$ cat src/rtl/inst_queue_pkg.sv
// Shared defaults and response classification for the fetch-to-decode instruction queue.
package inst_queue_pkg;

  localparam int IQ_INST_W  = 32;
  localparam int IQ_PC_W    = 32;
  localparam int IQ_DEPTH   = 4;
  localparam int IQ_MAX_OUT = 4;

  typedef enum logic [2:0] {
    RESP_NONE,
    RESP_PUSH,
    RESP_STALE,
    RESP_FLUSHED,
    RESP_OVF
  } resp_kind_e;

endpackage

$ cat src/rtl/inst_queue_ram.sv
// DEPTH-entry register array: one synchronous write port, one asynchronous read port.
module inst_queue_ram #(
  parameter int DEPTH = 4,
  parameter int WIDTH = 64
) (
  input  logic                     clk,
  input  logic                     wr_en,
  input  logic [$clog2(DEPTH)-1:0] wr_addr,
  input  logic [WIDTH-1:0]         wr_data,
  input  logic [$clog2(DEPTH)-1:0] rd_addr,
  output logic [WIDTH-1:0]         rd_data
);

  logic [WIDTH-1:0] mem [DEPTH];

  // Data storage is deliberately not reset; validity is tracked by the queue count.
  always_ff @(posedge clk) begin
    if (wr_en) begin
      mem[wr_addr] <= wr_data;
    end
  end

  assign rd_data = mem[rd_addr];

endmodule

$ cat src/rtl/inst_queue.sv
// Fetch-to-decode instruction queue with credit-based fetch flow control and
// flush-time discarding of stale in-flight fetch responses.
module inst_queue
  import inst_queue_pkg::*;
#(
  parameter int INST_W  = IQ_INST_W,
  parameter int PC_W    = IQ_PC_W,
  parameter int DEPTH   = IQ_DEPTH,
  parameter int MAX_OUT = IQ_MAX_OUT
) (
  input  logic                       clk,
  input  logic                       reset,
  input  logic                       flush,
  input  logic                       req_fire,
  output logic                       fetch_req_ok,
  input  logic                       resp_valid,
  input  logic [INST_W-1:0]          resp_inst,
  input  logic [PC_W-1:0]            resp_pc,
  input  logic                       dec_ready,
  output logic                       dec_valid,
  output logic [INST_W-1:0]          dec_inst,
  output logic [PC_W-1:0]            dec_pc,
  output logic [$clog2(DEPTH+1)-1:0] occupancy,
  output logic                       ovf_err
);

  localparam int PTR_W = $clog2(DEPTH);
  localparam int CNT_W = $clog2(DEPTH + 1);
  localparam int OUT_W = $clog2(MAX_OUT + 1);
  localparam int SUM_W = CNT_W + OUT_W + 1;
  localparam int ENT_W = INST_W + PC_W;

  logic [PTR_W-1:0] rd_ptr;
  logic [PTR_W-1:0] wr_ptr;
  logic [CNT_W-1:0] count;
  logic [OUT_W-1:0] outstanding;
  logic [OUT_W-1:0] discard;

  logic             empty;
  logic             full;
  logic             pop;
  logic             push;
  resp_kind_e       resp_kind;
  logic [OUT_W-1:0] outstanding_next;
  logic [SUM_W-1:0] live_inflight;
  logic [SUM_W-1:0] committed;
  logic [ENT_W-1:0] head_entry;

  assign empty = (count == '0);
  assign full  = (count == CNT_W'(DEPTH));

  // A pop in the flush cycle is ignored: the head is discarded by decode itself.
  assign pop = !empty && dec_ready && !flush;

  always_comb begin
    resp_kind = RESP_NONE;
    if (resp_valid) begin
      if (flush) begin
        resp_kind = RESP_FLUSHED;
      end else if (discard != '0) begin
        resp_kind = RESP_STALE;
      end else if (full && !pop) begin
        resp_kind = RESP_OVF;
      end else begin
        resp_kind = RESP_PUSH;
      end
    end
  end

  assign push = (resp_kind == RESP_PUSH);

  assign outstanding_next = outstanding + OUT_W'(req_fire) - OUT_W'(resp_valid);

  // Stale responses still in flight never reach the queue, so they need no credit.
  assign live_inflight = SUM_W'(outstanding) - SUM_W'(discard);
  assign committed     = SUM_W'(count) + live_inflight;
  assign fetch_req_ok  = (committed < SUM_W'(DEPTH)) && (outstanding < OUT_W'(MAX_OUT));

  always_ff @(posedge clk) begin
    if (reset) begin
      rd_ptr      <= '0;
      wr_ptr      <= '0;
      count       <= '0;
      outstanding <= '0;
      discard     <= '0;
      ovf_err     <= 1'b0;
    end else if (flush) begin
      rd_ptr      <= '0;
      wr_ptr      <= '0;
      count       <= '0;
      outstanding <= outstanding_next;
      discard     <= outstanding_next;
    end else begin
      if (push) begin
        wr_ptr <= wr_ptr + PTR_W'(1);
      end
      if (pop) begin
        rd_ptr <= rd_ptr + PTR_W'(1);
      end
      count       <= count + CNT_W'(push) - CNT_W'(pop);
      outstanding <= outstanding_next;
      if (resp_kind == RESP_STALE) begin
        discard <= discard - OUT_W'(1);
      end
      if (resp_kind == RESP_OVF) begin
        ovf_err <= 1'b1;
      end
    end
  end

  inst_queue_ram #(
    .DEPTH (DEPTH),
    .WIDTH (ENT_W)
  ) u_ram (
    .clk     (clk),
    .wr_en   (push),
    .wr_addr (wr_ptr),
    .wr_data ({resp_inst, resp_pc}),
    .rd_addr (rd_ptr),
    .rd_data (head_entry)
  );

  assign dec_valid = !empty;
  assign dec_inst  = dec_valid ? head_entry[ENT_W-1:PC_W] : '0;
  assign dec_pc    = dec_valid ? head_entry[PC_W-1:0] : '0;
  assign occupancy = count;

endmodule
$ cat config.mk
export PLATFORM = sky130hd
export DESIGN_NAME = inst_queue
export DESIGN_NICKNAME = d
export VERILOG_FILES = /design/src/rtl/inst_queue_pkg.sv /design/src/rtl/inst_queue_ram.sv /design/src/rtl/inst_queue.sv
export SDC_FILE = /design/constraint.sdc
export NUM_CORES = 1
export LEC_CHECK = 0
export BUFFER_PORTS_ARGS = -buffer_cell sky130_fd_sc_hd__clkbuf_2
export CAP_MARGIN = 20
export CORE_ASPECT_RATIO = 1.25
export CORE_MARGIN = 2
export CORE_UTILIZATION = 55
export CTS_CLUSTER_SIZE = 12
export DETAILED_ROUTE_END_ITERATION = 10
export HOLD_SLACK_MARGIN = 0.08
export PLACE_DENSITY = 0.81
export SETUP_SLACK_MARGIN = 0.3
export SYNTH_ARGS = -nofsm -noshare
export SYNTH_HDL_FRONTEND = slang
export SYNTH_HIERARCHICAL = 1
export SYNTH_SLANG_ARGS = --single-unit
$ cat constraint.sdc
create_clock -name clk -period 8 [get_ports clk]
set_input_delay 1.2 -clock clk [delete_from_list [all_inputs] [get_ports clk]]
set_output_delay 1.2 -clock clk [all_outputs]
set_load 0.02 [all_outputs]
==> flow_summary.yaml <==
clock_tree:
  holdBufCountCts: 0
  clkLatencyLatePin_ns: 0.51
  htreeDepth: 1
  numCtsBuffers: 27
  tritoncts: "done"
  cts_root_buffer: "clkbuf_16"
  ctsResizeCount: 0
  cts_sinks: 270
  cts_setup_buffers: 0
  clk_pin_slew_worst_paths_ns: 0.06
  clockBufferDepth: 3
yosys:
  ys_types: 46
  ys.flop_type: "edfxtp_1"
  synthArstFlopShare_pct: 0
  netlist_area_um2: 10800
  yosysSeqAreaShare_pct: 73.7
  syn_nets: 597
  postSynthAreaPerCell_um2: 21.1
  synth-seq-cells: 270
  ys_warn_count: 6
  synth_edf_count: 256
  netlist_instances: 513
worst_setup_path:
  crit_family: "adder cells"
  path_class: "flop to output pin"
  path_cells: "ha_1 > inv_1 > fa_1 > xor2_1 > ha_1 > or4_1 > a211o_1 > o311ai_1 > clkbuf_2"
  end_kind: "output pin"
  startpoint_type: "flop"
  slowest_delay_ns: 0.52
  worst-path-buf-inv: 2
  crit_fanout: 3
  crit_top_cell: "ha_1"
  cpMaxStageDelayCell: "or4_1"
  arrival_ns: 3.03
  required_ns: 6.80
finish:
  final_cell_mix: "edfxtp_1, clkbuf_2, mux4_2"
  final_nets: 748
  final_common_cell: "edfxtp_1"
  final_area_um2: 12500
  layout-drive-gt1-share_pct: 40.8
  multiInputGateArea_um2: 2570
  syn_to_final_growth_pct: 15.1
  register_area_um2: 7980
  n_fill_cell: 1339
run:
  max_cap_violations: 0
global_route:
  grt_pass1_wl_mm: 30.3
  grt-ovfl-total: 0
  antenna_found_initial: 2
  grt_use_total_pct: 19.0
  grt_max_degree: 66
  grtUsageMet1_pct: 23.1
  grt_pass1_vias: 5729
  grt_util_met2_pct: 33.4
  use_met3_pct: 5.16
  grt-busiest-layer: "met2"
route:
  drtPass1Iterations: 4
  first_iter_violations: 261
  post_drt_wl_per_cell_um: 20.8
  routed_wl_mm: 19.6
  vias_per_cell: 5.56
  antenna_left: 0
  route.detailed.drc: 0
  vias: 5237
floorplan:
  die_x_um: 129
  die-area_um2: 20800
  start_util_pct: 55.8
  fp.coreArea_um2: 19400
  die_y_um: 161
  io_pins: 140
  row_count: 57
hold_path:
  hp-class: "flop to flop"
run_status:
  status: "completed"
placed_design:
  pre_cts_slack_ns: 4.33
  placed_cell_area_um2: 11700
  gp_congestion: 0.764
  io_buffers: 139
  dp_hpwl_mm: 12.0
sta:
  fmax_ghz: 0.237
  hold_violations: 0
  fin_crit_ns: 4.23
  setup_viol: 0
  final.setup.worst_slack_ns: 3.77
  max-slew-margin-rel_pct: 32.4
  worst_pin_slew_ns: 1.01
  slew_viol_final: 0
  skew_ns: 0.00813
  finalCritPeriodShare_pct: 52.8
  rsz0062_at_grt: "false"
  timing.setup.tns_ns: 0
power:
  ir_drop_mv: 0.175
  powerDensity_nw_per_um2: 239
  leakagePower_nw: 4.32
synthesized netlist by cell type (2+ instances only):
| master | n | area [um2] |
|---|---|---|
| nand2_1 | 4 | 15.0 |
| nor3b_1 | 2 | 15.0 |
| buf_2 | 7 | 35.0 |
| xor2_1 | 5 | 43.8 |
| or3_1 | 2 | 12.5 |
| and2_1 | 36 | 225 |
| buf_6 | 7 | 78.8 |
| nand2b_1 | 2 | 12.5 |
| nand3_1 | 2 | 10.0 |
| nand3b_1 | 2 | 15.0 |
| nor3_1 | 2 | 10.0 |
| and3b_1 | 3 | 26.3 |
| nor2b_1 | 2 | 12.5 |
| mux4_1 | 4 | 105 |
| mux2i_1 | 2 | 20.0 |
| clkbuf_1 | 2 | 7.51 |
| nor2_1 | 10 | 37.5 |
| ha_1 | 11 | 138 |
| dfxtp_1 | 14 | 280 |
| edfxtp_1 | 256 | 7690 |
| inv_1 | 15 | 56.3 |
| buf_12 | 6 | 120 |
| o21ai_0 | 2 | 10.0 |
| fa_1 | 3 | 60.1 |
| a211oi_1 | 2 | 15.0 |
| a21oi_1 | 2 | 10.0 |
| and2_4 | 30 | 263 |
| mux4_2 | 60 | 1350 |
tightest hold or removal path, cell delays in order, from the launching register on:
cell     delay (ns)
dfxtp_1        0.31
inv_1          0.05
a21oi_1        0.05
power breakdown:
| group | switching, mW | internal, mW | total, mW |
|---|---|---|---|
| Clock | 0.459 | 0.630 | 1.09 |
| Sequential | 0.0192 | 1.59 | 1.61 |
| Combinational | 0.157 | 0.119 | 0.275 |
| Total | 0.635 | 2.34 | 2.97 |
state kept, by name (all words and copies together), names as in the netlist:
name	count
rd_ptr	2
discard	3
ovf_err	1
wr_ptr	2
u_ram/mem	256
occupancy	3
outstanding	3
cell families after synthesis:
kind of cell	Yosys count	synth area share, %
xor gates and xnor gates	6	0.486
muxes	66	13.6
adders and majority gates	14	1.83
AOI/OAI and AO/OA	17	1.16
and+or+nand+nor	102	6.43
DFF	270	73.7
buffers and inverters	38	2.80
worst paths after layout:
kind                                         startpoint                       to  slack (ns)  depth (start not counted)
worst min-delay path               ovf_err$_SDFFE_PP0P_     ovf_err$_SDFFE_PP0P_        0.46                          2
worst min register to register     ovf_err$_SDFFE_PP0P_     ovf_err$_SDFFE_PP0P_        0.46                          2
worst max register to register  discard[1]$_SDFFE_PP0P_  occupancy[2]$_SDFF_PP0_        5.24                         13
worst max-delay path            discard[0]$_SDFFE_PP0P_             fetch_req_ok        3.77                          9
metrics by stage:
step | util (%) | power, mW | instances | hold WS, ns
after floorplan | - | 1.82 | 513 | 0.469
after global placement | 60.1 | 1.89 | 898 | 0.438
after detailed placement | 60.3 | 1.91 | 900 | 0.449
after CTS | 64.2 | 3.01 | 941 | 0.458
after global routing | 64.2 | 3.09 | 941 | 0.487
final | 64.2 | 2.97 | 942 | 0.457
area by class of cell:
class,count,area share [%]
inverter,15,0.452
clock buffer,38,5.92
multi-input combinational,205,20.6
timing repair buffer,145,6.15
sequential,270,64.1
tap,265,2.66
antenna,1,0.0201
clock inverter,3,0.131
routing by layer:
layer,vias up,wire (um)
met5,-,0
met4,0,414
met3,33,1400
met2,158,10100
met1,2695,7610
li1,2351,-
(Power assumes the default switching activity.)
